### src/rtl/uart_tx_ctrl.sv
`default_nettype none
// ============================================================================
// Module   : uart_tx_ctrl
// Brief    : UART transmit control; latches a byte and steps the TX bit-select
//            mux through start, 8 data bits (LSB first) and stop.
// Revision : 1.0 - initial release
// ============================================================================
module uart_tx_ctrl #(
    parameter int CLKS_PER_BIT = 868
) (
    input  logic       clk,
    input  logic       rst_n,
    input  logic       tx_start,
    input  logic [7:0] tx_data,
    output logic [7:0] data_reg,
    output logic [3:0] sel,
    output logic       busy,
    output logic       done
);

    localparam int                 c_CNT_W   = (CLKS_PER_BIT > 1) ? $clog2(CLKS_PER_BIT) : 1;
    localparam logic [c_CNT_W-1:0] c_CNT_MAX = c_CNT_W'(CLKS_PER_BIT - 1);

    localparam logic [1:0] c_IDLE  = 2'd0;
    localparam logic [1:0] c_START = 2'd1;
    localparam logic [1:0] c_DATA  = 2'd2;
    localparam logic [1:0] c_STOP  = 2'd3;

    localparam logic [3:0] c_SEL_START = 4'd0;
    localparam logic [3:0] c_SEL_D0    = 4'd1;
    localparam logic [3:0] c_SEL_STOP  = 4'd9;

    logic [1:0]         r_state;
    logic [c_CNT_W-1:0] r_cnt;
    logic [2:0]         r_bit_idx;
    logic               w_wrap;

    assign w_wrap = (r_cnt == c_CNT_MAX);

    // sel/busy/done are updated together with the state so every output is a flop
    always_ff @(posedge clk or negedge rst_n) begin
        if (!rst_n) begin
            r_state   <= c_IDLE;
            r_cnt     <= '0;
            r_bit_idx <= 3'd0;
            data_reg  <= 8'h00;
            sel       <= c_SEL_STOP;
            busy      <= 1'b0;
            done      <= 1'b0;
        end else begin
            done <= 1'b0;
            case (r_state)
                c_IDLE: begin
                    if (tx_start) begin
                        data_reg <= tx_data;
                        r_cnt    <= '0;
                        r_state  <= c_START;
                        sel      <= c_SEL_START;
                        busy     <= 1'b1;
                    end
                end
                c_START: begin
                    if (w_wrap) begin
                        r_cnt     <= '0;
                        r_bit_idx <= 3'd0;
                        r_state   <= c_DATA;
                        sel       <= c_SEL_D0;
                    end else begin
                        r_cnt <= r_cnt + 1'b1;
                    end
                end
                c_DATA: begin
                    if (w_wrap) begin
                        r_cnt <= '0;
                        if (r_bit_idx == 3'd7) begin
                            r_state <= c_STOP;
                            sel     <= c_SEL_STOP;
                        end else begin
                            r_bit_idx <= r_bit_idx + 3'd1;
                            sel       <= 4'(r_bit_idx) + 4'd2;
                        end
                    end else begin
                        r_cnt <= r_cnt + 1'b1;
                    end
                end
                c_STOP: begin
                    if (w_wrap) begin
                        r_cnt   <= '0;
                        r_state <= c_IDLE;
                        busy    <= 1'b0;
                        done    <= 1'b1;
                    end else begin
                        r_cnt <= r_cnt + 1'b1;
                    end
                end
                default: begin
                    r_state <= c_IDLE;
                    sel     <= c_SEL_STOP;
                    busy    <= 1'b0;
                end
            endcase
        end
    end

endmodule
`default_nettype wire

### config.mk
export PLATFORM = sky130hd
export DESIGN_NAME = uart_tx_ctrl
export DESIGN_NICKNAME = d
export VERILOG_FILES = /design/src/rtl/uart_tx_ctrl.sv
export SDC_FILE = /design/constraint.sdc
export NUM_CORES = 1
export LEC_CHECK = 0
export BUFFER_PORTS_ARGS = -buffer_cell sky130_fd_sc_hd__buf_2
export CORE_AREA = 2 2 64 66
export CTS_CLUSTER_DIAMETER = 50
export DETAILED_ROUTE_END_ITERATION = 8
export DIE_AREA = 0 0 66 68
export GPL_TIMING_DRIVEN = 0
export SLEW_MARGIN = 20
export SYNTH_ARGS = -nofsm -noshare
export SYNTH_HDL_FRONTEND = slang
export SYNTH_SLANG_ARGS = --single-unit
### constraint.sdc
create_clock -name clk -period 2.49 [get_ports clk]
set_clock_uncertainty 0.2 [all_clocks]
set_input_delay 0.249 -clock clk [delete_from_list [all_inputs] [get_ports clk]]
set_output_delay 0.249 -clock clk [all_outputs]
set_load 0.05 [all_outputs]
==> impl_metrics.csv <==
group,metric,value,unit
setup_path,worstPathRequired,2450,ps
logic_synthesis,async_reset_ff_frac,1.00,
sta,finalCritPeriodShare,0.876,
setup_path,critPathMaxFanout,5,
cells_and_area,final_nets,187,
setup_path,critical_path_class,"flop to flop",
grt,antenna_found_initial,0,
sta,setup-violations-final,0,
worst_hold_path,hold_class,"input pin to flop",
cells_and_area,area_growth,22.1,%
place,dp_hpwl,2050,um
grt,grt_usage,0.147,
logic_synthesis,synthMostInstantiatedCell,"dfrtp_1",
logic_synthesis,ys_seq_area_frac,0.498,
logic_synthesis,synth_ff_type,"dfrtp_1",
grt,grt_use_met2,0.246,
grt,grtUsageMet1,0.174,
clock_tree,cts_sinks,29,
logic_synthesis,synth-edff-count,0,
logic_synthesis,postSynthAreaPerCell,11.2,sq um
cells_and_area,fillers,374,
setup_path,path_delay_family,"simple AND/OR/NAND/NOR gates",
power,p_per_area,1140,nW/um^2
floorplan,pin_count,25,
sta,period_minus_slack,2180,ps
place,dpl-instance-area,1650,sq um
cells_and_area,antennaDiodeCount,0,
grt,use_met3,0.0493,
sta,hold_viol_final,0,
floorplan,die_y,68,um
drt,drt_iter0_drc,90,
logic_synthesis,synthCells,131,
clock_tree,cts_htree_levels,2,
cells_and_area,postLayoutCoreUtil,0.463,
drt,totalWireLength,2800,um
setup_path,path_cells,"ha_1, nand4b_1, or3_4, o22ai_2, mux2_1",
sta,final.setup.tns,0,ps
sta,rsz0062_at_grt,"false",
grt,busiest_layer,"met2",
clock_tree,insertion_delay,280,ps
drt,dr.pass1.iters,4,
logic_synthesis,synth_top_cell_by_area,"dfrtp_1",
grt,grt_pass1_wl,4890,um
drt,antenna_left,0,
clock_tree,cts-root-buf,"clkbuf_8",
place,portBuffers,24,
setup_path,crit_path_end_kind,"flop",
clock_tree,cts_buffers,5,
sta,relSlewSlack,0.566,
logic_synthesis,synth_common_cells,"27 x dfrtp_1, 11 x nor2_1, 10 x mux2_2, 10 x nand2_1, 10 x o21ai_0",
status,outcome,"completed",
sta,tightest_slew,651,ps
drt,vias,1078,
grt,grt_overflow_total,0,
place,place_inst,205,
flow_run,maxCapViolCount,0,
clock_tree,cts_tree,"built",
clock_tree,clk_pin_slew,60,ps
setup_path,path_buf_inv,0,
cells_and_area,finalNonFillerCells,218,
logic_synthesis,ys_ff_latch,29,
floorplan,core,3860,sq um
logic_synthesis,ys.warnings.count,0,
floorplan,dieArea,4490,sq um
setup_path,max_stage_delay,470,ps
cells_and_area,drive_above_1_share,0.286,
drt,drcViolationCount,0,
power,total_leakage_power,0.000856,uW
power,ir_drop,0.000826,V
sta,fin_hold_ws,13.2,ps
drt,wl_per_cell,12.8,um
logic_synthesis,syn-num-nets,151,
cells_and_area,stdcell_area,1790,sq um
floorplan,die_w,66,um
setup_path,cpMaxStageDelayCell,"or3_4",
logic_synthesis,synthTopCellsByArea,"dfrtp_1 46%, ha_1 7.7%, mux2_2 7.7%, dfstp_2 3.6%, xor2_1 3.6%",
cells_and_area,largest_reg_flops,10,
logic_synthesis,synth.top_cell.area_share,0.462,
logic_synthesis,yosysUniqueCellTypes,33,
setup_path,arrival,2140,ps
setup_path,cp-start-kind,"flop",
logic_synthesis,syn_area,1460,sq um
grt,grt_pass1_vias,1096,
sta,slew_violations,0,
clock_tree,clockBufferDepth,2,
sta,fmax,0.458,GHz
floorplan,num_rows,23,
floorplan,start_util,0.379,
grt,grt_max_degree,30,
drt,vias_per_cell,4.94,
place,routabilityCongestion,0.728,
[what timing repair did]
| action | in CTS | in global routing |
|---|---|---|
| buffers inserted | 0 | 0 |
| hold endpoints to repair | 31 | 0 |
| hold buffers | 5 | 0 |
| gates resized for setup | 0 | 0 |
[per-stage QoR]
stage	total power, uW	setup slack (ps)
after floorplan	1430	516
after global placement	1620	336
after detailed placement	1650	315
after CTS	2070	293
after global routing	2180	170
final	2040	309
[layout make-up]
type,instances,area [sq um],share of cell area
timing repair buffer,29,170,0.0953
clock buffer,8,90.1,0.0505
sequential,29,728,0.408
multi-input combinational,95,707,0.396
tap,50,62.6,0.0350
buffer,1,5.00,0.00280
inverter,6,22.5,0.0126
[layout by cell type, fill, tap and decap left out, drive strengths merged]
cell / count
nor2b: 1
o31ai: 1
nand2b: 2
mux2i: 3
buf: 25
nand2: 10
dlygate4sd3: 5
a2bb2oi: 1
nand4: 4
a22oi: 2
dfrtp: 27
a21o: 1
inv: 6
o211ai: 1
o22ai: 2
and2: 2
and3: 3
dfstp: 2
mux2: 11
or3: 4
nor2: 11
nor3: 2
nor4: 3
ha: 9
a21oi: 3
o21a: 1
xor2: 6
clkbuf: 8
nand4b: 1
o21ai: 11
[path summary, 6_finish.rpt]
check | from | to | slack, ps | cells past startpoint
worst max-delay path | r_cnt[0] | r_state[1] | 310 | 5
worst min-delay path | tx_data[0] | data_reg[0] | 10 | 2
worst max register to register | r_cnt[0] | r_state[1] | 310 | 5
worst min register to register | sel[0] | sel[0] | 270 | 2
max in group asynchronous | rst_n | data_reg[5] | 1330 | 2
min in group asynchronous | rst_n | r_bit_idx[0] | 330 | 2
[worst register-to-register path, stage by stage (launching register included)]
cell,delay (ps)
dfrtp_1,390
ha_1,270
nand4b_1,240
or3_4,470
o22ai_2,160
mux2_1,340
[power breakdown]
part           switching [uW]  internal (uW)
sequential               86.3            603
combinational             632            329
clock                     168            225
total                     886           1160
[per-layer routing]
metal / share of wire / vias to the layer above
met5: 0 / -
li1: - / 532
met4: 0.011 / 0
met2: 0.52 / 15
met3: 0.037 / 4
met1: 0.43 / 527
[cell families after synthesis]
logic type,count (synthesis),share of synthesized area
simple gates,43,0.165
flops,29,0.498
compound gates,23,0.100
mux,14,0.105
fa+ha+maj,9,0.0770
buf+inv,7,0.0188
xor+xnor,6,0.0359
(Power assumes the default switching activity.)
